==> src/rtl/avalon_aes_channels.sv <==
// Avalon-MM register bank for N_CH AES channels, each with key/msg/result regs and START/DONE FSM.
// Optional macro AES_IRQ_EN adds a per-channel interrupt enable (reg 12 bit0) and the avl_irq output.
module avalon_aes_channels #(
    parameter int DATA_W    = 32,
    parameter int N_CH      = 2,
    parameter int EXPORT_CH = 0,
    parameter int ADDR_W    = ($clog2(N_CH * 16) < 4) ? 4 : $clog2(N_CH * 16)
) (
    input  logic                       clk_clk,
    input  logic                       reset_reset_n,
    input  logic                       avl_chipselect,
    input  logic                       avl_read,
    input  logic                       avl_write,
    input  logic [ADDR_W-1:0]          avl_address,
    input  logic [DATA_W/8-1:0]        avl_byteenable,
    input  logic [DATA_W-1:0]          avl_writedata,
    output logic [DATA_W-1:0]          avl_readdata,
    output logic [N_CH-1:0]            aes_start,
    output logic [N_CH*4*DATA_W-1:0]   aes_key,
    output logic [N_CH*4*DATA_W-1:0]   aes_msg,
    input  logic [N_CH-1:0]            aes_done,
    input  logic [N_CH*4*DATA_W-1:0]   aes_result,
    output logic [DATA_W-1:0]          aes_export_export_data
`ifdef AES_IRQ_EN
    ,
    output logic                       avl_irq
`endif
);

    typedef enum logic [1:0] {StIdle, StRun, StDone} state_e;

    logic [DATA_W-1:0] key_q    [N_CH][4];
    logic [DATA_W-1:0] msg_q    [N_CH][4];
    logic [DATA_W-1:0] result_q [N_CH][4];
    logic [N_CH-1:0]   start_q;
    logic [N_CH-1:0]   done_q;
    state_e            state_q  [N_CH];
    logic [N_CH-1:0]   aes_start_q;
    logic [DATA_W-1:0] readdata_q;
    logic [DATA_W-1:0] export_q;
`ifdef AES_IRQ_EN
    logic [N_CH-1:0]   ie_q;
    logic              irq_q;
`endif

    logic [ADDR_W-1:0] ch_sel;
    logic [3:0]        reg_sel;
    logic [N_CH-1:0]   wr_ch;
    logic              rd_en;
    logic              start_wr;
    logic [DATA_W-1:0] rd_data;

    function automatic logic [DATA_W-1:0] merge_bytes(input logic [DATA_W-1:0]   old_v,
                                                      input logic [DATA_W-1:0]   new_v,
                                                      input logic [DATA_W/8-1:0] be);
        logic [DATA_W-1:0] r;
        r = old_v;
        for (int b = 0; b < DATA_W / 8; b++) begin
            if (be[b]) r[8*b +: 8] = new_v[8*b +: 8];
        end
        return r;
    endfunction

    assign ch_sel   = avl_address >> 4;
    assign reg_sel  = avl_address[3:0];
    assign rd_en    = avl_chipselect && avl_read;
    assign start_wr = (reg_sel == 4'd14) && avl_byteenable[0];

    always_comb begin
        wr_ch   = '0;
        rd_data = '0;
        for (int c = 0; c < N_CH; c++) begin
            if (ch_sel == ADDR_W'(c)) begin
                wr_ch[c] = avl_chipselect && avl_write;
                case (reg_sel)
                    4'd0, 4'd1, 4'd2, 4'd3:     rd_data = key_q[c][reg_sel[1:0]];
                    4'd4, 4'd5, 4'd6, 4'd7:     rd_data = msg_q[c][reg_sel[1:0]];
                    4'd8, 4'd9, 4'd10, 4'd11:   rd_data = result_q[c][reg_sel[1:0]];
`ifdef AES_IRQ_EN
                    4'd12:                      rd_data = {{(DATA_W-1){1'b0}}, ie_q[c]};
`endif
                    4'd14:                      rd_data = {{(DATA_W-1){1'b0}}, start_q[c]};
                    4'd15:                      rd_data = {{(DATA_W-1){1'b0}}, done_q[c]};
                    default:                    rd_data = '0;
                endcase
            end
        end
    end

    always_ff @(posedge clk_clk or negedge reset_reset_n) begin
        if (!reset_reset_n) begin
            for (int c = 0; c < N_CH; c++) begin
                for (int w = 0; w < 4; w++) begin
                    key_q[c][w]    <= '0;
                    msg_q[c][w]    <= '0;
                    result_q[c][w] <= '0;
                end
                state_q[c] <= StIdle;
            end
            start_q     <= '0;
            done_q      <= '0;
            aes_start_q <= '0;
            readdata_q  <= '0;
            export_q    <= '0;
`ifdef AES_IRQ_EN
            ie_q        <= '0;
            irq_q       <= 1'b0;
`endif
        end else begin
            // Mux uses current register values, so a same-cycle write is not visible.
            if (rd_en) readdata_q <= rd_data;
            export_q <= key_q[EXPORT_CH][0];
`ifdef AES_IRQ_EN
            irq_q <= |(done_q & ie_q);
`endif
            for (int c = 0; c < N_CH; c++) begin
                aes_start_q[c] <= 1'b0;
`ifdef AES_IRQ_EN
                if (wr_ch[c] && reg_sel == 4'd12 && avl_byteenable[0])
                    ie_q[c] <= avl_writedata[0];
`endif
                // KEY and MSG are frozen only while the engine is running.
                if (wr_ch[c] && state_q[c] != StRun && !reg_sel[3]) begin
                    if (!reg_sel[2])
                        key_q[c][reg_sel[1:0]] <= merge_bytes(key_q[c][reg_sel[1:0]],
                                                              avl_writedata, avl_byteenable);
                    else
                        msg_q[c][reg_sel[1:0]] <= merge_bytes(msg_q[c][reg_sel[1:0]],
                                                              avl_writedata, avl_byteenable);
                end
                case (state_q[c])
                    StIdle, StDone: begin
                        if (wr_ch[c] && start_wr) begin
                            done_q[c] <= 1'b0;
                            if (avl_writedata[0]) begin
                                start_q[c]     <= 1'b1;
                                aes_start_q[c] <= 1'b1;
                                state_q[c]     <= StRun;
                            end else begin
                                start_q[c] <= 1'b0;
                                state_q[c] <= StIdle;
                            end
                        end
                    end
                    StRun: begin
                        if (aes_done[c]) begin
                            for (int w = 0; w < 4; w++)
                                result_q[c][w] <= aes_result[(c*4+w)*DATA_W +: DATA_W];
                            done_q[c]  <= 1'b1;
                            state_q[c] <= StDone;
                        end
                    end
                    default: state_q[c] <= StIdle;
                endcase
            end
        end
    end

    for (genvar c = 0; c < N_CH; c++) begin : g_ch
        for (genvar w = 0; w < 4; w++) begin : g_word
            assign aes_key[(c*4+w)*DATA_W +: DATA_W] = key_q[c][w];
            assign aes_msg[(c*4+w)*DATA_W +: DATA_W] = msg_q[c][w];
        end
    end

    assign avl_readdata           = readdata_q;
    assign aes_start              = aes_start_q;
    assign aes_export_export_data = export_q;
`ifdef AES_IRQ_EN
    assign avl_irq                = irq_q;
`endif

endmodule

==> config.mk <==
export PLATFORM = sky130hd
export DESIGN_NAME = avalon_aes_channels
export DESIGN_NICKNAME = d
export VERILOG_FILES = /design/src/rtl/avalon_aes_channels.sv
export SDC_FILE = /design/constraint.sdc
export NUM_CORES = 2
export LEC_CHECK = 0
export CAP_MARGIN = 15
export CORE_AREA = 8 8 333 335
export DETAILED_ROUTE_END_ITERATION = 6
export DIE_AREA = 0 0 341 343
export PLACE_DENSITY = 0.63
export SYNTH_ARGS = -nofsm -noshare
export SYNTH_HDL_FRONTEND = slang
export SYNTH_SLANG_ARGS = --single-unit
export TNS_END_PERCENT = 1
==> constraint.sdc <==
create_clock -name clk_clk -period 3.1 [get_ports clk_clk]
set_clock_uncertainty 0.1 [all_clocks]
set_input_delay 0.62 -clock clk_clk [delete_from_list [all_inputs] [get_ports clk_clk]]
set_output_delay 0.62 -clock clk_clk [all_outputs]
set_load 0.005 [all_outputs]
# [Word-level counts from Yosys, hierarchy flattened]
# Index checks and enable logic that the tools add are counted.
[word_totals] word_cells=190 out_inout_bits=578 ff_bits=842
[classes] magnitude_cmp=2 reduce_logical=34 eq_ne=23 bitwise_logic=2 n_mux=96
[ops] op="bitwise mux 128 bit" count=4
[ops] op="two-way mux 32 bit" count=15
[ops] op="binary-select mux 32 bit (select 2 bit)" count=6
[ops] op="two-way mux 8 bit" count=48
[ops] op="one-hot mux 32 bit (5 select lines)" count=2
[ops] op="demux 32 bit (select 2 bit)" count=1
[ops] op="equality test 4 bit, second input constant" count=6
[ops] op="AND reduction 2 bit" count=10
[ops] op="equality test 4 x 3 -> 1 bit, second input constant" count=4
[ops] op="two-way mux 1 bit" count=12
[ops] op="OR reduction 4 bit" count=3
[ops] op="logical AND 1 bit" count=10
[ops] op="equality test 4 x 2 -> 1 bit, second input constant" count=2
[ops] op="two-way mux 2 bit" count=4
[ops] op="!= test 2 bit, second input constant" count=4
[ops] op="one-hot mux 2 bit (2 select lines)" count=2
[ops] op="AND reduction 3 bit" count=2
[ops] op="logical NOT 5 bit" count=1
[ops] op="equality test 2 x 1 -> 1 bit, second input constant" count=2
[ops] op="equality test 2 bit, second input constant" count=2
[ops] op="equality test 4 x 1 -> 1 bit, second input constant" count=1
[ops] op="logical NOT 2 bit" count=2
[ops] op="logical NOT 4 bit" count=1
[ops] op="!= test 2 x 1 -> 1 bit, second input constant" count=2
[ops] op="other kinds (8)" count=11

# [Depth between registers and ports, before layout]
[depth] word_depth=8 ltp_mapped=8 mapped_depth_nobuf=4

# [Least setup slack after synthesis]
# OpenSTA, ideal clock, no wires.
[synth_timing] path_type="input to register" startpoint="input avl_address[0]" endpoint="register key_q, in the netlist aes_key[137]" setup_time_ps=137 stages=6 arrival_time_ps=2027 setup_slack_ps=836 path_buffers=3 cell_sequence="buf_6 -> buf_6 -> buf_2 -> mux4_2 -> mux2i_1 -> a21oi_1"
[synth_between] elab_chain_len=8
[synth_lines] element="from (decl)" line="14" text="input logic [ADDR_W-1:0] avl_address,"
[synth_lines] element="NOT 2 -> 3 bit (not written as such) (*)" line="125" text="key_q[c][reg_sel[1:0]] <= merge_bytes(key_q[c][reg_sel[1:0]],"
[synth_lines] element="binary-select mux 32 bit (select 2 bit)" line="125"
[synth_lines] element="two-way mux 32 bit (not written as such) (2 in series)" line="125"
[synth_lines] element="two-way mux 8 bit" line="59" text="if (be[b]) r[8*b +: 8] = new_v[8*b +: 8];"
[synth_lines] element="two-way mux 8 bit" line="124" text="if (!reg_sel[2])"
[synth_lines] element="two-way mux 8 bit" line="123" text="if (wr_ch[c] && state_q[c] != StRun && !reg_sel[3]) begin"
[synth_lines] element="bitwise mux 128 bit (*)" line="125"
[synth_lines] element="to (signal, indexed assignment)" line="125"
[synth_lines] element="to (decl)" line="32" text="logic [DATA_W-1:0] key_q [N_CH][4];"
# Every way passes the cells marked *; elsewhere a longest branch is shown, timed or not. The select of a mux whose other input is x is not followed.
# A chain may end at the register's enable or synchronous reset.

# [Worst setup path in the final report]
[layout_timing] startpoint="register readdata_q[22] (netlist: avl_readdata[22])" endpoint="output avl_readdata[22]"
[layout_rtl] element="from (decl)" line="39" text="logic [DATA_W-1:0] readdata_q;"
[layout_rtl] element="from (signal assigned)" line="111" text="if (rd_en) readdata_q <= rd_data;"
[layout_rtl] element="to (decl)" line="17" text="output logic [DATA_W-1:0] avl_readdata,"
# No word-level cell between the ends.

==> impl_metrics.ini <==
[logic_synthesis]
synthDistinctLibCells = 50
synth_top_area_frac = 0.563
seq_area_frac_synth = 0.563
yosysTopAreaCell = dfrtp_1
synth_edf_count = 0
async_flop_share = 1.00
ys.flop_type = dfrtp_1
syn_area_um2 = 37400
netlist_instances = 3037
syn_nets = 3341
synth_area_leaders = dfrtp_1 (56%), mux4_2 (9.7%), mux2_2 (9.7%)
avgSynthCellArea_um2 = 12.3
synth_warnings = 0
ys_seq_elements = 842

[sta]
setup_viol = 0
setup_slack_ns = 0.421
timing.final.crit_share = 0.864
fin_crit_ns = 2.68
whs_ns = 0.323
drv_slew = 0
rsz0062_at_grt = false
finalHoldViolCount = 0
clock.fmax_mhz = 373
slew_headroom = 0.459
worst_pin_slew_ns = 0.805

[critical_path]
cp-start-kind = flip-flop
required_ns = 2.38
critPathArrivalTime_ns = 1.96
crit_family = buffers and inverters
crit_start = avl_readdata[22]
worst_path_largest_cell_delay_ns = 0.68
ff2ff_setup_slack_ns = 0.83
setup.worst_path.end_class = output port
slowest_stage = clkdlybuf4s50_1
rr_startpoint = state_q[2]
crit_chain = clkdlybuf4s50_1
critical_path_class = flip-flop to output port
critPathMaxFanout = 2
path_buf_inv = 1

[layout]
final_util = 0.491
syn_to_final_growth_pct = 38.8
drive_above_1_share = 0.209
nNetsFinal = 4244

[route]
drtIter0Drc = 2252
vias = 29233
drc = 0
wl_um = 153000
viasPerCell = 5.39
detail_route.wl_per_cell_um = 28.2
dr.pass1.iters = 7
ant_nets = 0

[power]
vdd_drop_max_uv = 446
powerDensity_nw_per_um2 = 605
p_leak_uw = 0.0231

[floorplan]
ios = 882
start_util = 0.354
fp.dieW_um = 341
rows = 120
core_area_um2 = 106000
fp.dieH_um = 343
die_area_um2 = 117000

[clock_network]
tritoncts = yes
clockBufferDepth = 3
cts_root_buf = clkbuf_16
numClockSinks = 842
cts_max_level = 3
cts_resized = 0
cts_inserted_buffers = 95
worstSkewPairLatency_ns = 0.67
clk_pin_slew_ns = 0.06
postCtsSetupBuffers = 0

[status]
status = finished clean

[min_path]
hold_start = avl_address[4]
min_path_type = primary input to flip-flop

[global_route]
antenna_found_initial = 15
grt_pass1_vias = 30105
grt_max_degree = 92
grt.overflow.total = 0
grt_pass1_wl_um = 220000
track_usage = 0.254

[placement]
gp_congestion = 0.894
io_buffers = 881
hpwlAfterDp_um = 118000
place_ws_ns = -0.00168

[flow_run]
maxCapViolations = 0
## metal layers
| layer | part of all wire | vias up | global-route usage | wire (um) |
|---|---|---|---|---|
| met3 | 0.087 | 240 | 0.0724 | 13300 |
| met1 | 0.42 | 14934 | 0.338 | 63900 |
| met4 | 0.039 | 4 | 0.0925 | 6000 |
| met5 | 0.00018 | - | 0 | 27 |
| li1 | - | 12766 | - | - |
| met2 | 0.46 | 1289 | 0.397 | 70100 |
## synthesized netlist by cell type, drive strengths merged (32+ instances only)
| master | n |
|---|---|
| a22o | 34 |
| o21ai | 249 |
| a21oi | 287 |
| a22oi | 32 |
| mux2i | 125 |
| nor2 | 292 |
| nand2 | 294 |
| nor4 | 40 |
| clkbuf | 73 |
| mux2 | 327 |
| dfrtp | 842 |
| mux4 | 161 |
| nand3 | 32 |
| buf | 164 |
## power breakdown
| part | leakage, uW | switching (uW) | internal (uW) |
|---|---|---|---|
| sequential | 0.0113 | 1140 | 12200 |
| clock | 0.00157 | 4770 | 6850 |
| combinational | 0.0103 | 2950 | 3550 |
## sequential cells by signal, summed over array words and instances, names as in the netlist
register	count
aes_key	256
aes_msg	256
result_q	256
aes_export_export_data	32
avl_readdata	32
state_q	4
aes_start	2
done_q	2
start_q	2
## cell usage in the layout (no fill, tap or decap), drive strengths merged, types with 2 or more instances in the layout
cell type / count
a21boi: 2
a21o: 4
a21oi: 287
a22o: 34
a22oi: 32
and4: 2
buf: 168
bufinv: 9
clkbuf: 134
clkdlybuf4s50: 874
clkinv: 23
clkinvlp: 5
dfrtp: 842
diode: 6
inv: 9
mux2: 327
mux2i: 125
mux4: 161
nand2: 294
nand2b: 5
nand3: 32
nand3b: 2
nor2: 292
nor2b: 7
nor4: 40
o21ai: 249
o22ai: 31
or2: 2
or4: 9
## metrics by stage
stage / area [um2] / instances / setup TNS [ns] / total power, uW
floorplan: 37400 / 3037 / 0 / 15400
global placement: 48700 / 5245 / 0 / 19900
detailed placement: 48700 / 5245 / -0.00168 / 20000
CTS: 51900 / 5421 / 0 / 31700
global route: 51900 / 5423 / 0 / 32700
finish: 51900 / 5427 / 0 / 31400
## path summary, 6_finish.rpt
kind,endpoint,depth (start not counted)
min in group asynchronous,result_q[73],2
worst max-delay path,avl_readdata[22],1
max in group asynchronous,aes_msg[141],4
worst min-delay path,aes_start[0],2
worst max register to register,result_q[213],4
worst min register to register,aes_export_export_data[31],0
## layout make-up
type,count,area (um2)
Fill cell,9507,53900
Multi-Input combinational cell,1953,15200
Sequential cell,842,21100
Antenna cell,6,15.0
Clock buffer,134,2700
Inverter,5,18.8
Clock inverter,41,510
Tap cell,1403,1760
Timing Repair Buffer,1043,10700
## repair_timing
item / in CTS / in global routing
hold endpoints to repair: 22 / 0
hold buffers: 1 / 0
endpoints found under the setup margin: 0 / 0
## logic make-up (layout without fill, tap and decap cells)
group | Yosys count | after routing | synth area share
AOI/OAI and AO/OA | 647 | 647 | 0.0941
buffers and inverters | 242 | 1223 | 0.0336
DFF | 842 | 842 | 0.563
muxes | 613 | 613 | 0.229
other | 0 | 6 | 0
and+or+nand+nor | 693 | 693 | 0.0806
No activity file was read; power rests on OpenSTA's default activity.
